<file path="src/rtl/fpu_pkg.sv">
// Shared widths, flag indices, opcode constants, stage payload structs and the
// leading-zero counter for the pipelined floating-point add/subtract unit.
package fpu_pkg;

  localparam int FPU_E = 8;
  localparam int FPU_M = 23;
  localparam int FPU_W = 1 + FPU_E + FPU_M;
  localparam int SIG_W = FPU_M + 4;
  localparam int SUM_W = FPU_M + 5;
  localparam int LZC_W = $clog2(SIG_W + 1);

  localparam int FLG_INVALID   = 3;
  localparam int FLG_OVERFLOW  = 2;
  localparam int FLG_UNDERFLOW = 1;
  localparam int FLG_INEXACT   = 0;

  localparam logic OP_ADD = 1'b0;
  localparam logic OP_SUB = 1'b1;

  typedef struct packed {
    logic             sign_a;
    logic [FPU_E-1:0] exp_a;
    logic [FPU_M:0]   sig_a;
    logic [FPU_M:0]   sig_b;
    logic [FPU_E-1:0] diff;
    logic             sub;
    logic             spc;
    logic             spc_inv;
    logic [FPU_W-1:0] spc_res;
  } s12_t;

  typedef struct packed {
    logic             sign_a;
    logic [FPU_E-1:0] exp_a;
    logic [FPU_M:0]   sig_a;
    logic [SIG_W-1:0] al_b;
    logic             sub;
    logic             spc;
    logic             spc_inv;
    logic [FPU_W-1:0] spc_res;
  } s23_t;

  typedef struct packed {
    logic             sign;
    logic [FPU_E-1:0] exp_a;
    logic [SUM_W-1:0] sum;
    logic             spc;
    logic             spc_inv;
    logic [FPU_W-1:0] spc_res;
  } s34_t;

  // Returns SIG_W for an all-zero input, which shifts a zero sum out entirely.
  function automatic logic [LZC_W-1:0] lzc(input logic [SIG_W-1:0] v);
    logic [LZC_W-1:0] n;
    logic             found;
    n     = '0;
    found = 1'b0;
    for (int i = SIG_W - 1; i >= 0; i--) begin
      if (!found) begin
        if (v[i]) found = 1'b1;
        else      n = n + 1'b1;
      end
    end
    return n;
  endfunction

endpackage

</file>
<file path="src/rtl/fpu_align_shift.sv">
// Right shift of a significand into a {significand, guard, round, sticky} field;
// every bit shifted past the sticky position is ORed into sticky.
module fpu_align_shift import fpu_pkg::*; #(
  parameter int WI = FPU_M + 1,
  parameter int SW = FPU_E
) (
  input  logic [WI-1:0] sig,
  input  logic [SW-1:0] shift,
  output logic [WI+2:0] field
);

  localparam int WO = WI + 3;

  logic [WO-1:0] ext;
  logic [WO-1:0] shifted;
  logic [WO-1:0] mask;

  always_comb begin
    ext     = {sig, 3'b000};
    shifted = ext >> shift;
    mask    = ~({WO{1'b1}} << shift);
    if (32'(shift) >= WO - 1) field = {{(WO-1){1'b0}}, |sig};
    else                      field = {shifted[WO-1:1], shifted[0] | (|(ext & mask))};
  end

endmodule

</file>
<file path="src/rtl/fpu_addsub_pipe.sv">
// Four-stage pipelined FP add/subtract with RNE rounding and exception flags.
// Define FPU_SPECIALS_EN to decode Inf/NaN inputs and drive the invalid flag.
module fpu_addsub_pipe import fpu_pkg::*; #(
  parameter int E = FPU_E,
  parameter int M = FPU_M
) (
  input  logic             clk,
  input  logic             rst_n,
  input  logic             in_valid,
  output logic             in_ready,
  input  logic             opcode,
  input  logic [E+M:0]     op1,
  input  logic [E+M:0]     op2,
  output logic             out_valid,
  input  logic             out_ready,
  output logic [E+M:0]     result,
  output logic [3:0]       flags
);

  localparam int W    = 1 + E + M;
  localparam int SW   = M + 4;
  localparam int SUMW = M + 5;
  localparam logic signed [E+1:0] EXP_SAT  = (E+2)'((1 << E) - 1);
  localparam logic signed [E+1:0] EXP_ONE  = (E+2)'(1);
  localparam logic signed [E+1:0] EXP_ZERO = '0;

  function automatic logic rne_inc(input logic lsb, input logic g, input logic r, input logic s);
    return g & (r | s | lsb);
  endfunction

  function automatic logic [W-1:0] pack_inf(input logic s);
    return {s, {E{1'b1}}, {M{1'b0}}};
  endfunction

  logic adv;
  logic vld_p1, vld_p2, vld_p3;
  s12_t s12_d, s12_p1;
  s23_t s23_d, s23_p2;
  s34_t s34_d, s34_p3;

  assign adv      = !out_valid || out_ready;
  assign in_ready = adv;

  // Stage 1: unpack, flush denormals, order operands by magnitude
  logic         s1, s2;
  logic [E-1:0] e1, e2;
  logic [M-1:0] m1, m2;
  logic [M:0]   g1, g2;
  logic         swap;
`ifdef FPU_SPECIALS_EN
  localparam logic [W-1:0] QNAN = {1'b0, {E{1'b1}}, 1'b1, {(M-1){1'b0}}};
  logic nan1, nan2, inf1, inf2;
`endif

  always_comb begin
    s1   = op1[W-1];
    e1   = op1[W-2:M];
    m1   = op1[M-1:0];
    s2   = op2[W-1] ^ (opcode == OP_SUB);
    e2   = op2[W-2:M];
    m2   = op2[M-1:0];
    g1   = (e1 == '0) ? '0 : {1'b1, m1};
    g2   = (e2 == '0) ? '0 : {1'b1, m2};
    swap = {e2, g2[M-1:0]} > {e1, g1[M-1:0]};
    s12_d        = '0;
    s12_d.sign_a = swap ? s2 : s1;
    s12_d.exp_a  = swap ? e2 : e1;
    s12_d.sig_a  = swap ? g2 : g1;
    s12_d.sig_b  = swap ? g1 : g2;
    s12_d.diff   = swap ? e2 - e1 : e1 - e2;
    s12_d.sub    = s1 ^ s2;
`ifdef FPU_SPECIALS_EN
    nan1 = (&e1) && (m1 != '0);
    nan2 = (&e2) && (m2 != '0);
    inf1 = (&e1) && (m1 == '0);
    inf2 = (&e2) && (m2 == '0);
    if (nan1 || nan2 || (inf1 && inf2 && (s1 != s2))) begin
      s12_d.spc     = 1'b1;
      s12_d.spc_inv = 1'b1;
      s12_d.spc_res = QNAN;
    end else if (inf1) begin
      s12_d.spc     = 1'b1;
      s12_d.spc_res = pack_inf(s1);
    end else if (inf2) begin
      s12_d.spc     = 1'b1;
      s12_d.spc_res = pack_inf(s2);
    end
`endif
  end

  // Stage 2: align the smaller significand
  logic [SW-1:0] al_b;

  fpu_align_shift #(.WI(M + 1), .SW(E)) u_align (
    .sig   (s12_p1.sig_b),
    .shift (s12_p1.diff),
    .field (al_b)
  );

  always_comb begin
    s23_d         = '0;
    s23_d.sign_a  = s12_p1.sign_a;
    s23_d.exp_a   = s12_p1.exp_a;
    s23_d.sig_a   = s12_p1.sig_a;
    s23_d.al_b    = al_b;
    s23_d.sub     = s12_p1.sub;
    s23_d.spc     = s12_p1.spc;
    s23_d.spc_inv = s12_p1.spc_inv;
    s23_d.spc_res = s12_p1.spc_res;
  end

  // Stage 3: magnitude add or subtract (A >= B, so the difference is never negative)
  logic [SUMW-1:0] a_ext, b_ext, sum;

  always_comb begin
    a_ext         = {1'b0, s23_p2.sig_a, 3'b000};
    b_ext         = {1'b0, s23_p2.al_b};
    sum           = s23_p2.sub ? a_ext + (~b_ext + 1'b1) : a_ext + b_ext;
    s34_d         = '0;
    s34_d.sum     = sum;
    s34_d.exp_a   = s23_p2.exp_a;
    s34_d.sign    = (sum == '0) ? (!s23_p2.sub && s23_p2.sign_a) : s23_p2.sign_a;
    s34_d.spc     = s23_p2.spc;
    s34_d.spc_inv = s23_p2.spc_inv;
    s34_d.spc_res = s23_p2.spc_res;
  end

  // Stage 4: normalise, round to nearest even, detect exceptions, pack
  logic [LZC_W-1:0]   lz;
  logic [SW-1:0]      nrm;
  logic [M:0]         frac_r;
  logic signed [E+1:0] exp_n, exp_f;
  logic [W-1:0]       res_d;
  logic [3:0]         flg_d;

  always_comb begin
    lz    = lzc(s34_p3.sum[SW-1:0]);
    nrm   = '0;
    exp_n = '0;
    res_d = '0;
    flg_d = '0;
    if (s34_p3.sum[SUMW-1]) begin
      nrm   = {s34_p3.sum[SUMW-1:2], |s34_p3.sum[1:0]};
      exp_n = $signed({2'b00, s34_p3.exp_a}) + EXP_ONE;
    end else begin
      nrm   = s34_p3.sum[SW-1:0] << lz;
      exp_n = $signed({2'b00, s34_p3.exp_a}) - $signed({{(E+2-LZC_W){1'b0}}, lz});
    end
    frac_r = {1'b0, nrm[SW-2:3]} + {{M{1'b0}}, rne_inc(nrm[3], nrm[2], nrm[1], nrm[0])};
    exp_f  = exp_n + $signed({{(E+1){1'b0}}, frac_r[M]});
    if (s34_p3.spc) begin
      res_d              = s34_p3.spc_res;
      flg_d[FLG_INVALID] = s34_p3.spc_inv;
    end else if (!nrm[SW-1]) begin
      res_d = {s34_p3.sign, {(W-1){1'b0}}};
    end else if (exp_f >= EXP_SAT) begin
      res_d               = pack_inf(s34_p3.sign);
      flg_d[FLG_OVERFLOW] = 1'b1;
      flg_d[FLG_INEXACT]  = 1'b1;
    end else if (exp_f <= EXP_ZERO) begin
      res_d                = '0;
      flg_d[FLG_UNDERFLOW] = 1'b1;
      flg_d[FLG_INEXACT]   = 1'b1;
    end else begin
      res_d              = {s34_p3.sign, exp_f[E-1:0], frac_r[M-1:0]};
      flg_d[FLG_INEXACT] = |nrm[2:0];
    end
  end

  always_ff @(posedge clk) begin
    if (!rst_n) begin
      vld_p1    <= 1'b0;
      vld_p2    <= 1'b0;
      vld_p3    <= 1'b0;
      out_valid <= 1'b0;
      result    <= '0;
      flags     <= '0;
    end else if (adv) begin
      vld_p1    <= in_valid;
      vld_p2    <= vld_p1;
      vld_p3    <= vld_p2;
      out_valid <= vld_p3;
      if (vld_p3) begin
        result <= res_d;
        flags  <= flg_d;
      end
    end
  end

  always_ff @(posedge clk) begin
    if (adv) begin
      s12_p1 <= s12_d;
      s23_p2 <= s23_d;
      s34_p3 <= s34_d;
    end
  end

endmodule
</file>
<file path="config.mk">
export PLATFORM = sky130hd
export DESIGN_NAME = fpu_addsub_pipe
export DESIGN_NICKNAME = d
export VERILOG_FILES = /design/src/rtl/fpu_pkg.sv /design/src/rtl/fpu_align_shift.sv /design/src/rtl/fpu_addsub_pipe.sv
export SDC_FILE = /design/constraint.sdc
export NUM_CORES = 1
export LEC_CHECK = 0
export ABC_AREA = 1
export CORE_MARGIN = 2
export CORE_UTILIZATION = 33
export CTS_BUF_LIST = sky130_fd_sc_hd__clkbuf_16
export DETAILED_ROUTE_END_ITERATION = 8
export GPL_ROUTABILITY_DRIVEN = 0
export GPL_TIMING_DRIVEN = 0
export PLACE_DENSITY = 0.48
export RECOVER_POWER = 50
export REMOVE_ABC_BUFFERS = 1
export SLEW_MARGIN = 5
export SYNTH_ARGS = -nofsm -noshare
export SYNTH_HDL_FRONTEND = slang
export SYNTH_SLANG_ARGS = --single-unit
</file>
<file path="constraint.sdc">
create_clock -name clk -period 16.3 [get_ports clk]
set_clock_uncertainty 0.15 [all_clocks]
set_input_delay 1.63 -clock clk [delete_from_list [all_inputs] [get_ports clk]]
set_output_delay 1.63 -clock clk [all_outputs]
set_load 0.02 [all_outputs]
</file>
Yosys cells after proc, flatten, opt, wreduce, memory -nomap -nowiden:

Cells that the tools add are included.

* register bits after elaboration: 203
* input port bits: 69
* output and inout bits: 38
* word-level logic and storage cells: 209

* add/sub/neg operators: 35
* order comparisons: 4
* shift-type cells: 3
* mux-type cells: 125
* bitwise logic cells: 9
* reduce and logical (&&, ||, !) cells: 12

Operators with widths (count)
* 2-to-1 mux 5 bit: 50
* adder 5 x 1 -> 5 bit, second input constant: 25
* 2-to-1 mux 24 bit: 4
* 2-to-1 mux 32 bit: 3
* 2-to-1 mux 1 bit: 60
* greater-than comparator 31 bit: 1
* adder 27 x 27 -> 28 bit: 1
* adder 27 x 28 -> 28 bit: 1
* adder 28 x 1 -> 28 bit, second input constant: 1
* logical NOT 28 bit: 1
* 2-to-1 mux 28 bit: 1
* inverter 27 -> 28 bit: 1
* bitwise AND 27 bit: 1
* 2-to-1 mux 27 bit: 1
* inverter 27 bit: 1
* OR reduction 27 bit: 1
* << shifter 27 x 5 -> 27 bit: 1
* << shifter 27 x 8 -> 27 bit, first input constant: 1
* right shift 27 x 8 -> 27 bit: 1
* adder 23 x 1 -> 24 bit: 1
* OR reduction 24 bit: 1
* logical NOT 8 bit: 2
* 2-to-1 mux 8 bit: 2
* subtractor 8 bit: 2
* 19 further kinds: 24

Logic depth before layout (Yosys ltp):

Gate-level depths: netlist of run 1.

* depth after elaboration: 90
* gate-level depth with buffers: 124
* mapped depth without buffers: 123

Modules after synthesis:

From an unflattened synthesis of run 1, not the netlist that was laid out.

* cells, all modules: 2582
* area total of the unflattened synthesis: 18076.1 um^2

Modules (own cells, without submodules)
* fpu_addsub_pipe: instances 1, cells an instance 2165, area each 16026.6 um^2, sequential area each 5705.5 um^2
* fpu_align_shift: instances 1, cells an instance 417, area each 2049.5 um^2, sequential area each 0.0 um^2

Worst setup path before layout of run 1:

No wires, ideal clock.

* kind: flip-flop to flip-flop
* from: register s34_p3[58] in the netlist's numbering
* to: register result[12]
* library setup time: 0.070 ns
* arrival time: 16.724 ns
* data required time: 16.080 ns
* path slack: -0.644 ns
* stages on the path, launching flop included: 122
* path buffers: 2
* period minus slack after synthesis: 16.944 ns
* cells stage by stage: edfxtp_1 inv_1 nor2_1 nor2_1 ha_1 inv_1 a21oi_1 ha_1 inv_1 a21oi_1 nand2_1 inv_1 ha_1 o21ai_0 inv_1 ha_1 o21ai_0 a21boi_0 (+86 left out) nor2_1 ha_1 nand3_1 or2_2 nor2_1 nand2_1 nor2_1 xor2_1 inv_1 nand3_1 nand2_1 nand2_1 nand3_1 nor3_2 inv_2 nor2_1 o21ai_0 a21oi_1

* cells in the longest elaborated chain, start to end: 85
* elaborated cells between the ends (all ways): 113
* classes of those cells: add/sub: 27; order compare: 2; shift: 1; mux: 80; bitwise: 3

Ends and longest elaborated chain
* start: declaration: RTL line fpu_addsub_pipe.sv:39 `s34_t s34_d, s34_p3;`
* start signal: assignment: RTL line fpu_addsub_pipe.sv:194 `s34_p3 <= s34_d;`
* 2-to-1 mux 5 bit: RTL line fpu_pkg.sv:60 `if (v[i]) found = 1'b1;`
* 2-to-1 mux 5 bit: RTL line fpu_pkg.sv:59 `if (!found) begin`
* adder 5 x 1 -> 5 bit: RTL line fpu_pkg.sv:61 `else n = n + 1'b1;`
* 2-to-1 mux 5 bit: RTL line fpu_pkg.sv:60
* 2-to-1 mux 5 bit: RTL line fpu_pkg.sv:59
* adder 5 x 1 -> 5 bit: RTL line fpu_pkg.sv:61
* 2-to-1 mux 5 bit: RTL line fpu_pkg.sv:60
* 2-to-1 mux 5 bit: RTL line fpu_pkg.sv:59
* (+68 left out)
* OR 1 bit (2 in series): RTL line fpu_addsub_pipe.sv:28 `return g & (r | s | lsb);`
* bitwise AND 1 bit: RTL line fpu_addsub_pipe.sv:28
* adder 23 x 1 -> 24 bit: RTL line fpu_addsub_pipe.sv:149 `frac_r = {1'b0, nrm[SW-2:3]} + {{M{1'b0}}, rne_inc(nrm[3], nrm[2], nrm[1], nrm[0])};`
* adder 10 x 2 -> 10 bit: RTL line fpu_addsub_pipe.sv:150 `exp_f = exp_n + $signed({{(E+1){1'b0}}, frac_r[M]});`
* less-or-equal comparator 10 x 1 -> 1 bit: RTL line fpu_addsub_pipe.sv:160 `end else if (exp_f <= EXP_ZERO) begin`
* 2-to-1 mux 32 bit: RTL line fpu_addsub_pipe.sv:160
* 2-to-1 mux 32 bit: RTL line fpu_addsub_pipe.sv:156 `end else if (exp_f >= EXP_SAT) begin`
* 2-to-1 mux 32 bit *: RTL line fpu_addsub_pipe.sv:154 `end else if (!nrm[SW-1]) begin`
* end signal: assignment: RTL line fpu_addsub_pipe.sv:184 `result <= res_d;`
* end: declaration: RTL line fpu_addsub_pipe.sv:16 `output logic [E+M:0] result,`

Every way passes the cells marked *; elsewhere a longest branch is shown, timed or not.
A chain may end at the register's enable or synchronous reset.

Worst setup path after layout of run 1:

* from: register s34_p3[60] in the netlist's numbering
* to: register result[5]

* cells in the longest elaborated chain, start to end: 90
* elaborated cells between the ends (all ways): 119
* classes of those cells: add/sub: 29; order compare: 2; shift: 1; mux: 84; bitwise: 3

Ends and longest elaborated chain (RTL line)
* 2-to-1 mux 1 bit: fpu_pkg.sv:60
* adder 1 x 1 -> 2 bit: fpu_pkg.sv:61
* 2-to-1 mux 2 bit: fpu_pkg.sv:60
* 2-to-1 mux 2 bit: fpu_pkg.sv:59
* adder 5 x 1 -> 5 bit: fpu_pkg.sv:61
* 2-to-1 mux 5 bit: fpu_pkg.sv:60
* 2-to-1 mux 5 bit: fpu_pkg.sv:59
* adder 5 x 1 -> 5 bit: fpu_pkg.sv:61
* (+73 left out)
* OR 1 bit (2 in series): fpu_addsub_pipe.sv:28
* bitwise AND 1 bit: fpu_addsub_pipe.sv:28
* adder 23 x 1 -> 24 bit: fpu_addsub_pipe.sv:149
* adder 10 x 2 -> 10 bit: fpu_addsub_pipe.sv:150
* less-or-equal comparator 10 x 1 -> 1 bit: fpu_addsub_pipe.sv:160
* 2-to-1 mux 32 bit: fpu_addsub_pipe.sv:160
* 2-to-1 mux 32 bit: fpu_addsub_pipe.sv:156
* 2-to-1 mux 32 bit *: fpu_addsub_pipe.sv:154

Marks and branches as above.

==> metrics.csv, run 1 <==
stage;metric;value;unit
global_route;number of global-route vias before repair;16010;
logic_synthesis;most frequent cell after synthesis;nand2_1;
cts;TritonCTS Buffers;24;
critical_path;Data arrival, critical path;16.97;ns
critical_path;critical path start-end classification;reg2reg;
power_and_ir_drop;Max VDD drop;0.07932;mV
die;FP Rows;83;
logic_synthesis;sequential area share after synthesis;33.13;%
power_and_ir_drop;clock network power share;17.5;%
cells_and_area;Fill cells;5235;
timing;final hold violations;0;
detailed_routing;Initial DRC Count;1039;
cts;clock latency on the worst-skew pair;0.54;ns
run_status;status;complete, but fails checks;
timing;final setup violation count;29;
cts;H-tree levels;1;
cells_and_area;# diodes;0;
timing;relative slew slack;-254.8;%
run_status;failing checks;capacitance limit, slew limit, setup timing;
logic_synthesis;Yosys reg bits;203;
global_route;GRT Resource Usage Total;18.40;%
global_route;first-pass GRT wire length;80.85;mm
detailed_routing;Initial DRT Pass Iterations;6;
die;Die H;232.4;µm
die;I/O pin count;107;
timing;setup tns final;-7.209;ns
logic_synthesis;Post-synth ARST share;0;%
logic_synthesis;Post-Syn Area per Cell;7.205;µm²
place;dpl hpwl;37.68;mm
logic_synthesis;synth cell count leaders;nand2_1 (582), inv_1 (304), o21ai_0 (201), nor2_1 (176), nand3_1 (175);
logic_synthesis;top post-synthesis cells by area;edfxtp_1 (29%), nand2_1 (13%), ha_1 (8.7%);
die;Die X;232.4;µm
cts;CTS root buf;clkbuf_16;
logic_synthesis;top cell type's share of synthesized area;28.60;%
cts;clk sinks;203;
logic_synthesis;cell accounting for the most synthesized area;edfxtp_1;
min_path;worst min-delay path class;reg2reg;
logic_synthesis;Post-synth EDFFs;164;
cells_and_area;layout cell share with drive strength beyond 1;16.66;%
critical_path;CP endpoint kind;flop;
die;starting density of the core;33.50;%
detailed_routing;DRC Markers;0;
critical_path;CP dominant cell by count;ha_4;
critical_path;Max FO, Critical Path;8;
detailed_routing;drt total wl;51.24;mm
logic_synthesis;synth unique cells;66;
power_and_ir_drop;Internal;1.762;mW
die;total die area;54030;µm²
cts;clock buffer depth;3;
critical_path;worst setup path startpoint;s34_p3[60]$_DFFE_PN_;
timing;fmax;59.96;MHz
global_route;initial antenna violation count;0;
detailed_routing;Vias/cell;5.062;
timing;Final Cycle Share;102.3;%
cts;Worst-path clk slew;0.06;ns
timing;Final min period;16.68;ns
cells_and_area;Area Growth Syn to Fin;26.79;%
logic_synthesis;Mapped Area;17220;µm²
power_and_ir_drop;P_sw;1.490;mW
critical_path;Slowest-stage cell, CP;edfxtp_1;
detailed_routing;via count;16690;
cells_and_area;Util after Layout;42.47;%
logic_synthesis;synth warn;0;
detailed_routing;Antenna Nets Post-Route;0;
power_and_ir_drop;proportion of power drawn by combinational gates;57.4;%
cells_and_area;Final #Nets;2792;
power_and_ir_drop;Power Dens Cells;149.0;nW/µm²
place;PortBufs;105;
detailed_routing;post-DR wirelength/cell;15.54;µm
power_and_ir_drop;Static Leak;9.666;nW
power_and_ir_drop;sequential power share;25.1;%
cts;CTS tree;done;
timing;worst slew pin tran;5.322;ns
critical_path;crit start category;flop;
die;core area;51410;µm²
global_route;largest net degree at the start of global routing;103;
critical_path;Worst path max stage delay;0.46;ns
timing;setup ws final;-0.3776;ns
global_route;grt total ovfl;0;
critical_path;Worst Path Required;16.60;ns
timing;Final Slew Violations;103;
logic_synthesis;Cells after Synth;2390;
flow_run;Max-cap violations;1;
timing;RSZ-0062 raised after global routing;true;
logic_synthesis;Top FF cell, synth;edfxtp_1;
power_and_ir_drop;switching power share of the total;45.82;%
min_path;hold path startpoint;s23_p2[86]$_DFFE_PN_;
critical_path;RR Startpoint;s34_p3[60]$_DFFE_PN_;
-- layout by cell type (no fill, tap or decap), drive strengths merged, types with 8 or more instances in the layout --
| master | netlist | final |
|---|---|---|
| xor2 | 43 | 43 |
| clkdlybuf4s50 | 0 | 101 |
| clkbuf | 47 | 25 |
| o31ai | 10 | 10 |
| o22ai | 40 | 40 |
| edfxtp | 164 | 164 |
| xnor2 | 14 | 14 |
| nand2 | 595 | 602 |
| nand3 | 181 | 181 |
| nand3b | 8 | 8 |
| nor4 | 18 | 18 |
| clkinv | 15 | 23 |
| inv | 325 | 330 |
| buf | 29 | 146 |
| dfxtp | 39 | 39 |
| nand4 | 41 | 41 |
| nor2 | 204 | 204 |
| o21bai | 10 | 10 |
| a31oi | 17 | 17 |
| o21ai | 233 | 233 |
| ha | 120 | 120 |
| a21oi | 137 | 137 |
| mux2i | 8 | 8 |
| nor3 | 21 | 21 |
| or2 | 13 | 13 |
| o211ai | 18 | 18 |
-- power by group through the flow --
stage | registers (mW) | logic, mW | clock network, mW
after floorplan | 0.778 | 0.955 | 0
after global placement | 0.825 | 1.30 | 0
after detailed placement | 0.825 | 1.31 | 0
after CTS | 0.813 | 1.65 | 0.590
after global routing | 0.827 | 2.06 | 0.611
final | 0.816 | 1.87 | 0.570
-- stage by stage --
stage | worst slack (ns) | instances | hold WS, ns | instance area (µm²) | total power [mW]
finish | -0.3776 | 3297 | 0.2698 | 21830 | 3.252
global route | -1.446 | 3297 | 0.2745 | 21830 | 3.498
CTS | -0.4781 | 3271 | 0.2661 | 21170 | 3.053
detailed placement | -4.786 | 3100 | 0.2545 | 18810 | 2.139
global placement | -4.388 | 3098 | 0.2532 | 18760 | 2.129
floorplan | -1.565 | 2313 | 0.2503 | 16850 | 1.733
-- layout make-up --
class	count	area, µm²	share of cell area [%]
timing repair inverter	1	6.256	0.02865
sequential	203	5705	26.13
multi-input combinational	1777	10900	49.91
clock inverter	20	251.5	1.152
inverter	340	1315	6.023
tap	680	850.8	3.897
clock buffer	24	600.6	2.751
timing repair buffer	252	2207	10.11
-- sequential cells by signal, summed over array words and instances (netlist names) --
register,count
a_ext,24
b_ext,27
flags,3
out_valid,1
result,32
s12_p1,66
s23_p2,10
s34_p3,37
vld_p1,1
vld_p2,1
vld_p3,1
-- path summary, 6_finish.rpt --
check                                         endpoint  depth (start not counted)  slack (ns)
worst max-delay path            result[5]$_SDFFE_PN0P_                        118       -0.38
worst min-delay path              s34_p3[62]$_DFFE_PN_                          0        0.27
worst max register to register  result[5]$_SDFFE_PN0P_                        118       -0.38
worst min register to register    s34_p3[62]$_DFFE_PN_                          0        0.27
-- repair_timing --
action | CTS | global route
hold buffers | 0 | 0
endpoints found under the setup margin | 35 | 35
resized for setup | 135 | 104
pin swaps | 104 | 107
cloned | 7 | 1
buffers inserted | 120 | 30
-- critical path, delay by kind of cell, from the launching register on --
| kind | cells | cell delay [ns] |
|---|---|---|
| xor+xnor | 1 | 0.16 |
| buf+inv | 26 | 1.89 |
| fa+ha+maj | 25 | 6.07 |
| compound gates | 22 | 3.04 |
| flops | 1 | 0.46 |
| simple gates | 44 | 4.76 |
-- logic make-up (layout without fill, tap and decap cells) --
family                     after synthesis  after routing  synth area share, %
other                                    1              1              0.02178
muxes                                    8              8               0.4650
DFF                                    203            203                33.13
xor gates and xnor gates                57             57                2.899
AOI/OAI and AO/OA                      496            496                16.32
adders and majority gates              124            124                9.184
buffers and inverters                  417            637                9.576
and+or+nand+nor                       1084           1091                28.40
-- metal layers --
layer	global-route usage (%)	vias up	share of wire [%]
li1	-	8509	-
met1	22.94	7634	43
met3	1.826	105	4.5
met4	6.611	0	3.3
met2	32.80	442	49
met5	0	-	0
Power figures use the tool's default switching activity.
==> run 2: changes to the inputs <==
--- a/config.mk
+++ b/config.mk
@@ -5,8 +5,7 @@
 export SDC_FILE = /design/constraint.sdc
 export NUM_CORES = 1
 export LEC_CHECK = 0
-export ABC_AREA = 1
-export CORE_MARGIN = 2
+export CORE_MARGIN = 3
 export CORE_UTILIZATION = 33
 export CTS_BUF_LIST = sky130_fd_sc_hd__clkbuf_16
 export DETAILED_ROUTE_END_ITERATION = 8
==> run 2 against run 1 <==
  * The run still ends with capacitance limit, slew limit, setup timing left
  * Area after synthesis up 8.9%
  * Non-clock buffer count down 33
  * Worst setup slack worse by 3.3 ns
  * Combinational power down 42%
  * First-iteration DRC count up 12%
  * Cell count down 4.5%
  * Wire length up 7.1%
  * Flip-flop and latch count unchanged
  * Critical endpoint is now result[0]$_SDFFE_PN0P_
==> metrics.csv, run 2 <==
stage;metric;value;unit
cells_and_area;max FFs per register;66;
global_route;first-pass GRT wire length;86.08;mm
logic_synthesis;synth unique cells;101;
place;dpl hpwl;41.39;mm
die;FP Rows;86;
logic_synthesis;Top FF cell, synth;edfxtp_1;
run_status;status;complete, but fails checks;
timing;relative slew slack;-73.33;%
logic_synthesis;post-synthesis xor/xnor area fraction;7.392;%
cts;H-tree levels;1;
logic_synthesis;Post-Synth Simple-Gate Area;21.90;%
timing;Final Cycle Share;122.7;%
global_route;initial antenna violation count;0;
power_and_ir_drop;Static Leak;9.019;nW
logic_synthesis;Yosys reg bits;203;
cells_and_area;Area Growth Syn to Fin;22.96;%
cells_and_area;largest register by flop count;s12_p1;
cts;Worst-path clk slew;0.06;ns
die;core area;55630;µm²
timing;worst slew pin tran;2.600;ns
logic_synthesis;Mapped Area;18750;µm²
cts;clk sinks;203;
logic_synthesis;top post-synthesis cells by area;edfxtp_1 (26%), ha_1 (8.0%), nand2_1 (5.4%);
critical_path;CP dominant cell by count;ha_1;
logic_synthesis;Cells after Synth;2258;
logic_synthesis;synth warn;0;
logic_synthesis;compound-gate portion of the synthesized area;19.57;%
power_and_ir_drop;Max VDD drop;0.07159;mV
cells_and_area;final design area excluding fillers;23060;µm²
logic_synthesis;Post-Syn Area per Cell;8.306;µm²
detailed_routing;Antenna Nets Post-Route;0;
detailed_routing;via count;16910;
power_and_ir_drop;switching power share of the total;39.91;%
die;total die area;59730;µm²
detailed_routing;DRC Markers;0;
global_route;GRT Resource Usage Total;17.47;%
cts;hold buffers post-CTS;0;
detailed_routing;Vias/cell;5.371;
timing;setup ws final;-3.693;ns
cells_and_area;# diodes;0;
flow_run;Max-cap violations;1;
place;Cells after DPL;3001;
detailed_routing;post-DR wirelength/cell;17.43;µm
run_status;failing checks;capacitance limit, slew limit, setup timing;
place;area post-placement;20600;µm²
die;Die X;244.4;µm
cts;CTS tree;done;
logic_synthesis;top cell type's share of synthesized area;26.26;%
logic_synthesis;synth cell count leaders;nand2_1 (272), nor2_1 (183), edfxtp_1 (164), o21ai_0 (163), a21oi_1 (139);
critical_path;Max FO, Critical Path;8;
timing;RSZ-0062 raised after global routing;true;
power_and_ir_drop;P_sw;0.9856;mW
critical_path;critical path start-end classification;reg2reg;
global_route;grt total ovfl;0;
timing;Final Slew Violations;48;
die;starting density of the core;33.71;%
global_route;number of global-route vias before repair;16230;
detailed_routing;Initial DRC Count;1165;
power_and_ir_drop;Power Dens Cells;107.1;nW/µm²
die;I/O pin count;107;
cells_and_area;Final #Nets;2575;
logic_synthesis;most frequent cell after synthesis;nand2_1;
logic_synthesis;largest family of logic cells by synthesized area;simple AND/OR/NAND/NOR gates;
timing;Min Hold Slack;0.2686;ns
cells_and_area;layout cell share with drive strength beyond 1;14.83;%
critical_path;Slowest-stage cell, CP;or4_1;
power_and_ir_drop;clock network power share;22.8;%
detailed_routing;Initial DRT Pass Iterations;5;
timing;Final min period;19.99;ns
logic_synthesis;sequential area share after synthesis;30.42;%
cells_and_area;Post-Layout Cell Count;3148;
critical_path;crit start category;flop;
cts;TritonCTS Buffers;24;
global_route;largest net degree at the start of global routing;67;
detailed_routing;drt total wl;54.87;mm
timing;final hold violations;0;
power_and_ir_drop;proportion of power drawn by combinational gates;43.8;%
logic_synthesis;cell accounting for the most synthesized area;edfxtp_1;
timing;fmax;50.02;MHz
critical_path;Worst path max stage delay;0.51;ns
cts;clock latency on the worst-skew pair;0.54;ns
place;PortBufs;105;
cts;clock buffer depth;3;
critical_path;CP delay by family, top;adder cells;
logic_synthesis;Post-synth ARST share;0;%
cells_and_area;commonest non-fill, non-tap cell in the layout;nand2_1;
logic_synthesis;mux contribution to synthesized area;6.545;%
power_and_ir_drop;Internal;1.484;mW
power_and_ir_drop;sequential power share;33.4;%
critical_path;crit path buf inv count;10;
timing;final setup violation count;35;
critical_path;Worst Path Required;16.57;ns
cells_and_area;Top Registers;s12_p1: 66 flops, s34_p3: 37 flops, result: 32 flops;
cts;CTS root buf;clkbuf_16;
min_path;worst min-delay path class;reg2reg;
cells_and_area;most frequent cells in the layout;nand2_1 (265), nor2_1 (170), edfxtp_1 (164);
critical_path;CP endpoint kind;flop;
die;Die H;244.4;µm
logic_synthesis;Post-synth EDFFs;164;
logic_synthesis;adder-cell share of the synthesized area;8.700;%
critical_path;Data arrival, critical path;20.26;ns
-- run 2: changes by cell type after synthesis, moves of 29 or more --
| cell | before | now |
|---|---|---|
| nand2b_1 | 0 | 30 |
| nand2_1 | 582 | 272 |
| o21ai_0 | 201 | 163 |
| nor2b_1 | 0 | 47 |
| nor3_1 | 18 | 56 |
| mux2i_1 | 8 | 81 |
| xnor2_1 | 14 | 71 |
| nand3_1 | 175 | 81 |
| clkbuf_1 | 47 | 85 |
| inv_1 | 304 | 134 |
| and2_1 | 1 | 30 |
-- run 2: layout make-up --
| class | count | area, µm² |
|---|---|---|
| fill | 5629 | 32570 |
| multi-input combinational | 1797 | 12850 |
| sequential | 203 | 5705 |
| timing repair buffer | 219 | 2196 |
| tap | 748 | 935.9 |
| clock buffer | 26 | 650.6 |
| inverter | 136 | 514.2 |
| clock inverter | 18 | 197.7 |
| timing repair inverter | 1 | 7.507 |
-- run 2: final timing paths --
| kind | cells after the start | slack [ns] | from | to |
|---|---|---|---|---|
| max reg2reg | 104 | -3.69 | s34_p3[59]$_DFFE_PN_ | result[0]$_SDFFE_PN0P_ |
| max | 104 | -3.69 | s34_p3[59]$_DFFE_PN_ | result[0]$_SDFFE_PN0P_ |
| min reg2reg | 0 | 0.27 | s12_p1[90]$_DFFE_PN_ | a_ext[26]$_DFFE_PN_ |
| min | 0 | 0.27 | s12_p1[90]$_DFFE_PN_ | a_ext[26]$_DFFE_PN_ |
-- run 2: repair_timing --
item	in CTS	in global routing
endpoints found under the setup margin	35	35
buffers inserted	48	53
gates cloned	2	2
gates resized for setup	58	120
pin swaps	40	97
-- run 2: power groups by stage --
stage               Combinational (mW)  Clock, mW  Sequential [mW]
finish                            1.08      0.563            0.825
global route                      1.18      0.602            0.838
CTS                              0.953      0.583            0.821
detailed placement               0.866          0            0.833
global placement                 0.841          0            0.840
floorplan                        0.626          0            0.761
-- run 2: metrics by stage --
step           utilization (%)  setup TNS (ns)  setup WS, ns  power [mW]
2_1_floorplan                -         -217.32        -6.428       1.387
3_3_place_gp             36.36         -360.95        -10.65       1.681
3_5_place_dp             37.04         -232.78        -7.025       1.699
4_1_cts                  39.77         -122.70        -3.565       2.357
5_1_grt                  41.45         -158.34        -4.620       2.624
6_report                 41.45         -124.95        -3.693       2.469
-- run 2: kinds of logic after synthesis --
family          after synthesis
other cells                   1
xor+xnor                    135
mux                         112
simple gates                839
flops                       203
fa+ha+maj                   129
buf+inv                     259
compound gates              580
-- run 2: routing by layer --
metal	GRT usage [%]	share of wire [%]	vias up
li1	-	-	8428
met1	22.94	45	7974
met2	29.44	48	406
met3	2.182	4.1	101
met4	6.394	3.0	0
met5	0	0	-
